$ cat src/rtl/ultrasonic_ctrl.sv
// Ultrasonic ranging sequencer: trigger pulse, echo timing, cm conversion and re-trigger holdoff.
// Results are published with a one-cycle data_valid_o strobe and held until the next one.
module ultrasonic_ctrl #(
    parameter int unsigned TRIG_CYCLES    = 500,
    parameter int unsigned TIMEOUT_CYCLES = 1_900_000,
    parameter int unsigned PERIOD_CYCLES  = 3_000_000,
    parameter int unsigned CYC_PER_CM     = 2900,
    parameter int unsigned NEAR_CM        = 20
) (
    input  logic        clk,
    input  logic        rst_n,
    input  logic        enable_i,
    input  logic        start_i,
    input  logic        echo_i,
    output logic        trig_o,
    output logic        busy_o,
    output logic        data_valid_o,
    output logic [31:0] echo_cycles_o,
    output logic [15:0] distance_cm_o,
    output logic        timeout_o,
    output logic        near_o
);

    typedef enum logic [2:0] {
        StIdle,
        StTrig,
        StWaitEcho,
        StMeasure,
        StDone,
        StHoldoff
    } state_e;

    localparam logic [15:0] NearCm = 16'(NEAR_CM);

    state_e      state_q;
    logic        echo_meta_q, echo_s_q, echo_d_q;
    logic [31:0] cnt_q;
    logic [31:0] per_cnt_q;
    logic [31:0] width_q;
    logic [31:0] presc_q;
    logic [15:0] cm_q;

    logic        rise, fall;
    logic [31:0] width_inc;

    assign rise      = echo_s_q & ~echo_d_q;
    assign fall      = ~echo_s_q & echo_d_q;
    assign width_inc = width_q + 32'd1;

    always_ff @(posedge clk or negedge rst_n) begin
        if (!rst_n) begin
            state_q       <= StIdle;
            echo_meta_q   <= 1'b0;
            echo_s_q      <= 1'b0;
            echo_d_q      <= 1'b0;
            cnt_q         <= '0;
            per_cnt_q     <= '0;
            width_q       <= '0;
            presc_q       <= '0;
            cm_q          <= '0;
            trig_o        <= 1'b0;
            busy_o        <= 1'b0;
            data_valid_o  <= 1'b0;
            echo_cycles_o <= '0;
            distance_cm_o <= '0;
            timeout_o     <= 1'b0;
            near_o        <= 1'b0;
        end else begin
            echo_meta_q  <= echo_i;
            echo_s_q     <= echo_meta_q;
            echo_d_q     <= echo_s_q;
            data_valid_o <= 1'b0;
            // Period counter runs from trigger entry until the next trigger entry.
            if (state_q != StIdle) per_cnt_q <= per_cnt_q + 32'd1;

            case (state_q)
                StIdle: begin
                    if (enable_i || start_i) begin
                        state_q   <= StTrig;
                        trig_o    <= 1'b1;
                        busy_o    <= 1'b1;
                        cnt_q     <= '0;
                        per_cnt_q <= '0;
                        width_q   <= '0;
                    end
                end
                StTrig: begin
                    if (cnt_q == TRIG_CYCLES - 1) begin
                        state_q <= StWaitEcho;
                        trig_o  <= 1'b0;
                        cnt_q   <= '0;
                    end else begin
                        cnt_q <= cnt_q + 32'd1;
                    end
                end
                StWaitEcho: begin
                    if (rise) begin
                        state_q <= StMeasure;
                        width_q <= 32'd1;
                        presc_q <= 32'd1;
                        cm_q    <= '0;
                    end else if (cnt_q == TIMEOUT_CYCLES - 1) begin
                        state_q       <= StDone;
                        data_valid_o  <= 1'b1;
                        echo_cycles_o <= width_q;
                        distance_cm_o <= 16'hFFFF;
                        timeout_o     <= 1'b1;
                        near_o        <= 1'b0;
                    end else begin
                        cnt_q <= cnt_q + 32'd1;
                    end
                end
                StMeasure: begin
                    if (fall) begin
                        state_q       <= StDone;
                        data_valid_o  <= 1'b1;
                        echo_cycles_o <= width_q;
                        distance_cm_o <= cm_q;
                        timeout_o     <= 1'b0;
                        near_o        <= (cm_q < NearCm);
                    end else begin
                        width_q <= width_inc;
                        if (presc_q == CYC_PER_CM - 1) begin
                            presc_q <= '0;
                            if (cm_q != 16'hFFFF) cm_q <= cm_q + 16'd1;
                        end else begin
                            presc_q <= presc_q + 32'd1;
                        end
                        if (width_inc >= TIMEOUT_CYCLES) begin
                            state_q       <= StDone;
                            data_valid_o  <= 1'b1;
                            echo_cycles_o <= width_inc;
                            distance_cm_o <= 16'hFFFF;
                            timeout_o     <= 1'b1;
                            near_o        <= 1'b0;
                        end
                    end
                end
                StDone: begin
                    state_q <= StHoldoff;
                end
                StHoldoff: begin
                    // >= covers worst-case measurements that outlast the period.
                    if (per_cnt_q >= PERIOD_CYCLES - 1) begin
                        if (enable_i) begin
                            state_q   <= StTrig;
                            trig_o    <= 1'b1;
                            cnt_q     <= '0;
                            per_cnt_q <= '0;
                            width_q   <= '0;
                        end else begin
                            state_q <= StIdle;
                            busy_o  <= 1'b0;
                        end
                    end
                end
                default: begin
                    state_q <= StIdle;
                    trig_o  <= 1'b0;
                    busy_o  <= 1'b0;
                end
            endcase
        end
    end

endmodule

$ cat config.mk
export PLATFORM = sky130hd
export DESIGN_NAME = ultrasonic_ctrl
export DESIGN_NICKNAME = d
export VERILOG_FILES = /design/src/rtl/ultrasonic_ctrl.sv
export SDC_FILE = /design/constraint.sdc
export NUM_CORES = 1
export LEC_CHECK = 0
export CAP_MARGIN = 10
export CELL_PAD_IN_SITES_DETAIL_PLACEMENT = 1
export CELL_PAD_IN_SITES_GLOBAL_PLACEMENT = 1
export CORE_ASPECT_RATIO = 0.7
export CORE_MARGIN = 5
export CORE_UTILIZATION = 35
export DETAILED_ROUTE_END_ITERATION = 8
export GPL_TIMING_DRIVEN = 0
export HOLD_SLACK_MARGIN = 0.06
export PLACE_DENSITY_LB_ADDON = 0.1
export SYNTH_ARGS = -nofsm -noshare
export SYNTH_HDL_FRONTEND = slang
export SYNTH_SLANG_ARGS = --single-unit
export TNS_END_PERCENT = 10
$ cat constraint.sdc
create_clock -name clk -period 3.46 [get_ports clk]
set_clock_uncertainty 0.1 [all_clocks]
set_input_delay 0.692 -clock clk [delete_from_list [all_inputs] [get_ports clk]]
set_output_delay 0.692 -clock clk [all_outputs]
set_load 0.01 [all_outputs]
Word level (Yosys, flattened, before mapping). Index checks and enable logic that the tools add are counted.

Output and inout port bits: 53. Bits in registers: 203.

Multiplexer cells: 65. $lt $le $gt $ge: 3. Equal/unequal tests: 23. Bitwise operators: 6. Reductions and logical operators: 16. $add $sub $neg: 5.

Operator list (number): 32-bit two-way mux (18); 32-bit one-hot mux with 4 select lines (2); 32-bit one-hot mux with 2 select lines (3); 32-bit by 1-bit adder with 32-bit output (second input constant) (4); 16-bit two-way mux (8); 16-bit one-hot mux with 2 select lines (2); 32-bit by 12-bit equality test with 1-bit output (second input constant) (1); 32-bit by 21-bit equality test with 1-bit output (second input constant) (1); 32-bit by 9-bit equality test with 1-bit output (second input constant) (1); 32-bit by 21-bit greater-or-equal comparator with 1-bit output (second input constant) (1); 32-bit by 22-bit greater-or-equal comparator with 1-bit output (second input constant) (1); 2-bit inequality test (second input constant) (12); 3-bit two-way mux (7); 1-bit two-way mux (19); 3-bit one-hot mux with 6 select lines (1); 16-bit by 1-bit adder with 16-bit output (second input constant) (1); 16-bit by 5-bit < comparator with 1-bit output (second input constant) (1); 16-bit inequality test (second input constant) (1); 5-bit AND reduction (3); 6-bit AND reduction (2); 4-bit AND reduction (2); 4-bit nonzero test (2); 3-bit by 2-bit equality test with 1-bit output (second input constant) (2); 3-bit equality test (second input constant) (2); 14 further kinds (21).

Depth between registers and ports, before layout.
Word-level depth: 5. Mapped depth: 12.

Least setup slack after synthesis. OpenSTA, ideal clock, no wires.

Path type: register -> register. From: register width_q[1]. To: register echo_cycles_o[29]. Cell stages (with the launch flop): 12. Library setup time: 0.125 ns. Path slack: 0.479 ns. Period minus slack after synthesis: 2.981 ns. Arrival: 2.756 ns. Data required time: 3.235 ns. Cell sequence: dfrtp_1 > ha_1 > nand2_1 > or4_4 > o31ai_1 > nor3_1 > nor4_1 > nand4_1 > o21ai_1 > o31ai_2 > buf_4 > mux2_4.

Longest elaborated chain between the ends: 4.

RTL lines: start, declared (line 39) `logic [31:0] width_q;`; start signal, assigned (line 122) `width_q <= width_inc;`; 32-bit by 1-bit adder with 32-bit output * (line 48) `assign width_inc = width_q + 32'd1;`; 32-bit by 21-bit greater-or-equal comparator with 1-bit output or 32-bit two-way mux (tied branches) (line 129) `if (width_inc >= TIMEOUT_CYCLES) begin`; 3-bit inequality test (no source line) or 32-bit two-way mux (tied branches); 4-bit AND reduction (no source line) or 32-bit one-hot mux with 2 select lines (tied branches); end signal, assigned (line 105) `echo_cycles_o <= width_q;`; end signal, assigned (line 117) `echo_cycles_o <= width_q;`; end signal, assigned (line 132) `echo_cycles_o <= width_inc;`; end, declared (line 18) `output logic [31:0] echo_cycles_o,`.

Every way passes the cells marked *; elsewhere a longest branch is shown, timed or not. The select of a mux whose other input is x is not followed. A chain may end at the register's enable or synchronous reset.

Final worst setup path.
From: register width_q[0]. To: register echo_cycles_o[11].

Same word-level chain as after synthesis.

==> metrics.txt <==
Syn. warnings 0; fin crit share a little over nine tenths; Synth cell types 64; TritonCTS buffer count 23; GR peak layer met1; EDFF count, synth 0; initial antenna violation count 0; fill cell count 3580; FP Rows 54; Place WS -498 ps; die area 0.0352 mm2; TritonCTS Sinks 203; CP dominant cell by count buf_6; Layout area overhead 18.6%; fin area 0.0131 mm2; final worst slack 65.7 ps; critical path endpoint category flop; max incr delay on CP 580 ps; Setup crit start width_q[0]$_DFFE_PN0P_; switching portion of total power 37.1%; vias per cell 5.43; first-pass GRT wire length 54900 um; clock share of power 29.7%; Setup violations, final 0; met2 usage between 20 and 30%; Async S/R FF share, synth 100%; actual slew at the worst max-slew pin 813 ps; share of layout cells above drive strength 1 between 10 and 15%; Die Y 158 um; internal power 0.00516 W; internal reg-to-reg setup slack ~66 ps; critical path arrival between 3000 and 4000 ps; setup TNS 0 ps; Mapped Cells roughly 1200; pwr dens 629 mW/mm2; GRT Total Usage a little under a fifth; Final Critical Period 3390 ps; met3 Use GR roughly 3.6%; CORE AREA just over 0.03 mm2; clock root buffer clkbuf_16; switching component of the power about 0.003 W; Synth Flop Type dfrtp_1; Flop pwr share 35.7%; largest net degree at the start of global routing 104; Cell Chain, Critical Path buf_6, nand3_2, or4_4, nor4_4, xor2_1, nor4_1, nand4_1, o21ai_2, o31ai_4, buf_6, mux2_4; first-pass iteration count of the detailed router 5; antenna-violating nets left 0; Detailed Route WL ~34000 um; max-slew violation count 0; worst min-delay path class input pin to async pin; total congestion overflow 0; Die Wd about 220 um; syn_nets 1205; CTS tree yes; RSZ-0062 raised after global routing yes; Cell Area, Placed 0.0121 mm2; ANT cells 0; Max-slew headroom 45.8%; total chip power 0.00820 W; H-tree Lvls 1; Pleak 5.49 nW; vias in the first global route 9343; Req. time, crit path 3760 ps; Avg WL per Cell 19.7 um; critical path startpoint category flop; Finished Core Util 42.0%; Worst VDD drop 319 uV; Bufs on Longest Clock Path 3; Clock Latency Late Sink between 500 and 600 ps; Achievable Freq 295 MHz; kind of critical path flop to flop; status finished, final reports clean; DRT iter0 DRCs 575; # DRC 0; synthesized area per cell about 9.2 um2; Nets about 1300; CP max stage cell or4_4; combinational fraction of design power 34.6%; cell area after synthesis 0.0110 mm2; I/O Buffers 57; CP top delay family simple AND/OR/NAND/NOR gates; hpwl dp 24000 um; Final Wtd Congestion between 0.8 and 0.9; sequential area share after synthesis 46.2%; I/O Pins 58; met1 usage 30.2%; CP bufs+invs 2; worst r2r src width_q[0]$_DFFE_PN0P_; Yosys reg bits about 200; Final Hold Fails 0; CP Max Fanout 10; Max-Cap Viols 0; Initial Utilization 35.4%; clock-pin slew on the worst setup and hold paths about 70 ps; vias between 9000 and 10000
-- layer usage --
| metal | up-vias | routed length (um) | share of wire [%] |
|---|---|---|---|
| li1 | 4450 | - | - |
| met2 | 125 | 13700 | 41 |
| met4 | 0 | 435 | 1.3 |
| met1 | 4698 | 18200 | 54 |
| met5 | - | 0 | 0 |
| met3 | 26 | 1440 | 4.2 |
-- power groups by stage --
stage                     Sequential (W)  Combinational, W  Clock, W
after floorplan                  0.00298           0.00151         0
after global placement           0.00297           0.00271         0
after detailed placement         0.00297           0.00276         0
after CTS                        0.00293           0.00282   0.00252
after global routing             0.00297           0.00312   0.00262
final                            0.00293           0.00284   0.00244
-- area by class of cell --
type / count / area [um2] / area share, %
buffer: 62 / 299 / 2.29
clock buffer: 33 / 673 / 5.16
clock inverter: 6 / 57.6 / 0.441
inverter: 19 / 71.3 / 0.547
multi-input combinational: 908 / 5700 / 43.7
sequential: 203 / 5080 / 38.9
tap: 420 / 526 / 4.03
timing repair buffer: 63 / 641 / 4.91
-- synthesized netlist by cell type (all sizes together) (6+ instances only) --
library cell,count,area [um2]
a21oi,44,220
and2,13,81.3
a21o,9,67.6
o31ai,32,245
buf,18,109
nand2b,9,56.3
or3,24,150
nand2,119,447
nand4,43,275
o22a,15,131
inv,19,71.3
mux2,34,503
nor3,24,120
o21a,7,52.6
xor2,56,490
nor4,20,131
xnor2,39,342
a31oi,10,62.6
nor2,134,505
dfrtp,203,5080
nand3,64,325
ha,6,75.1
o21ai,105,526
and3,37,231
and4,10,87.6
clkbuf,46,174
-- timing repair --
| item | CTS | global route |
|---|---|---|
| resized for setup | 23 | 30 |
| endpoints found under the hold margin | 0 | 0 |
| endpoints found under the setup margin | 83 | 130 |
| hold buffers | 0 | 0 |
| buffers inserted | 3 | 2 |
| pin swaps | 3 | 3 |
-- sequential cells by signal, summed over array words and instances, names as in the netlist, 3 cells and up --
signal and count:
cnt_q 32, echo_cycles_o 32, per_cnt_q 32, presc_q 32, width_q 32, cm_q 16
distance_cm_o 16, state_q 3
-- kinds of logic after synthesis --
kind of cell / after synthesis / share of synthesized area, %
xor gates and xnor gates: 95 / 7.56
muxes: 39 / 5.02
adders and majority gates: 6 / 0.682
buffers and inverters: 83 / 3.22
DFF: 203 / 46.2
and+or+nand+nor: 524 / 23.8
AOI/OAI and AO/OA: 244 / 13.5
-- worst register-to-register path, delay by kind of cell, from the launching register on --
family                    cells  cell delay, ps
AOI/OAI and AO/OA             2             420
xor gates and xnor gates      1             160
buffers and inverters         2             390
DFF                           1             430
muxes                         1             310
and+or+nand+nor               5            1470
-- metrics by stage --
stage / instances / hold slack, ps
2_1_floorplan: 1194 / 231
3_3_place_gp: 1671 / 314
3_5_place_dp: 1672 / 312
4_1_cts: 1713 / 156
5_1_grt: 1714 / 181
6_report: 1714 / 117
-- path summary, 6_finish.rpt --
check                                                endpoint  depth (start not counted)
worst max-delay path            echo_cycles_o[11]$_DFFE_PN0P_                         11
worst min-delay path                  presc_q[23]$_DFFE_PN0P_                          1
worst max register to register  echo_cycles_o[11]$_DFFE_PN0P_                         11
worst min register to register             echo_s_q$_DFF_PN0_                          0
max in group asynchronous               cnt_q[29]$_DFFE_PN0P_                          2
min in group clk                           echo_s_q$_DFF_PN0_                          0
-- layout by cell type (no fill, tap or decap), drive strengths merged, types with 5 or more instances in the layout --
| cell | count |
|---|---|
| a21o | 9 |
| a21oi | 44 |
| a31oi | 10 |
| and2 | 13 |
| and3 | 37 |
| and4 | 10 |
| buf | 25 |
| clkbuf | 77 |
| clkdlybuf4s50 | 56 |
| dfrtp | 203 |
| ha | 6 |
| inv | 19 |
| mux2 | 34 |
| mux2i | 5 |
| nand2 | 119 |
| nand2b | 9 |
| nand3 | 64 |
| nand4 | 43 |
| nor2 | 134 |
| nor3 | 24 |
| nor3b | 5 |
| nor4 | 20 |
| o21a | 7 |
| o21ai | 105 |
| o22a | 15 |
| o31ai | 32 |
| or3 | 24 |
| xnor2 | 39 |
| xor2 | 56 |
No activity file was read; power rests on OpenSTA's default activity.
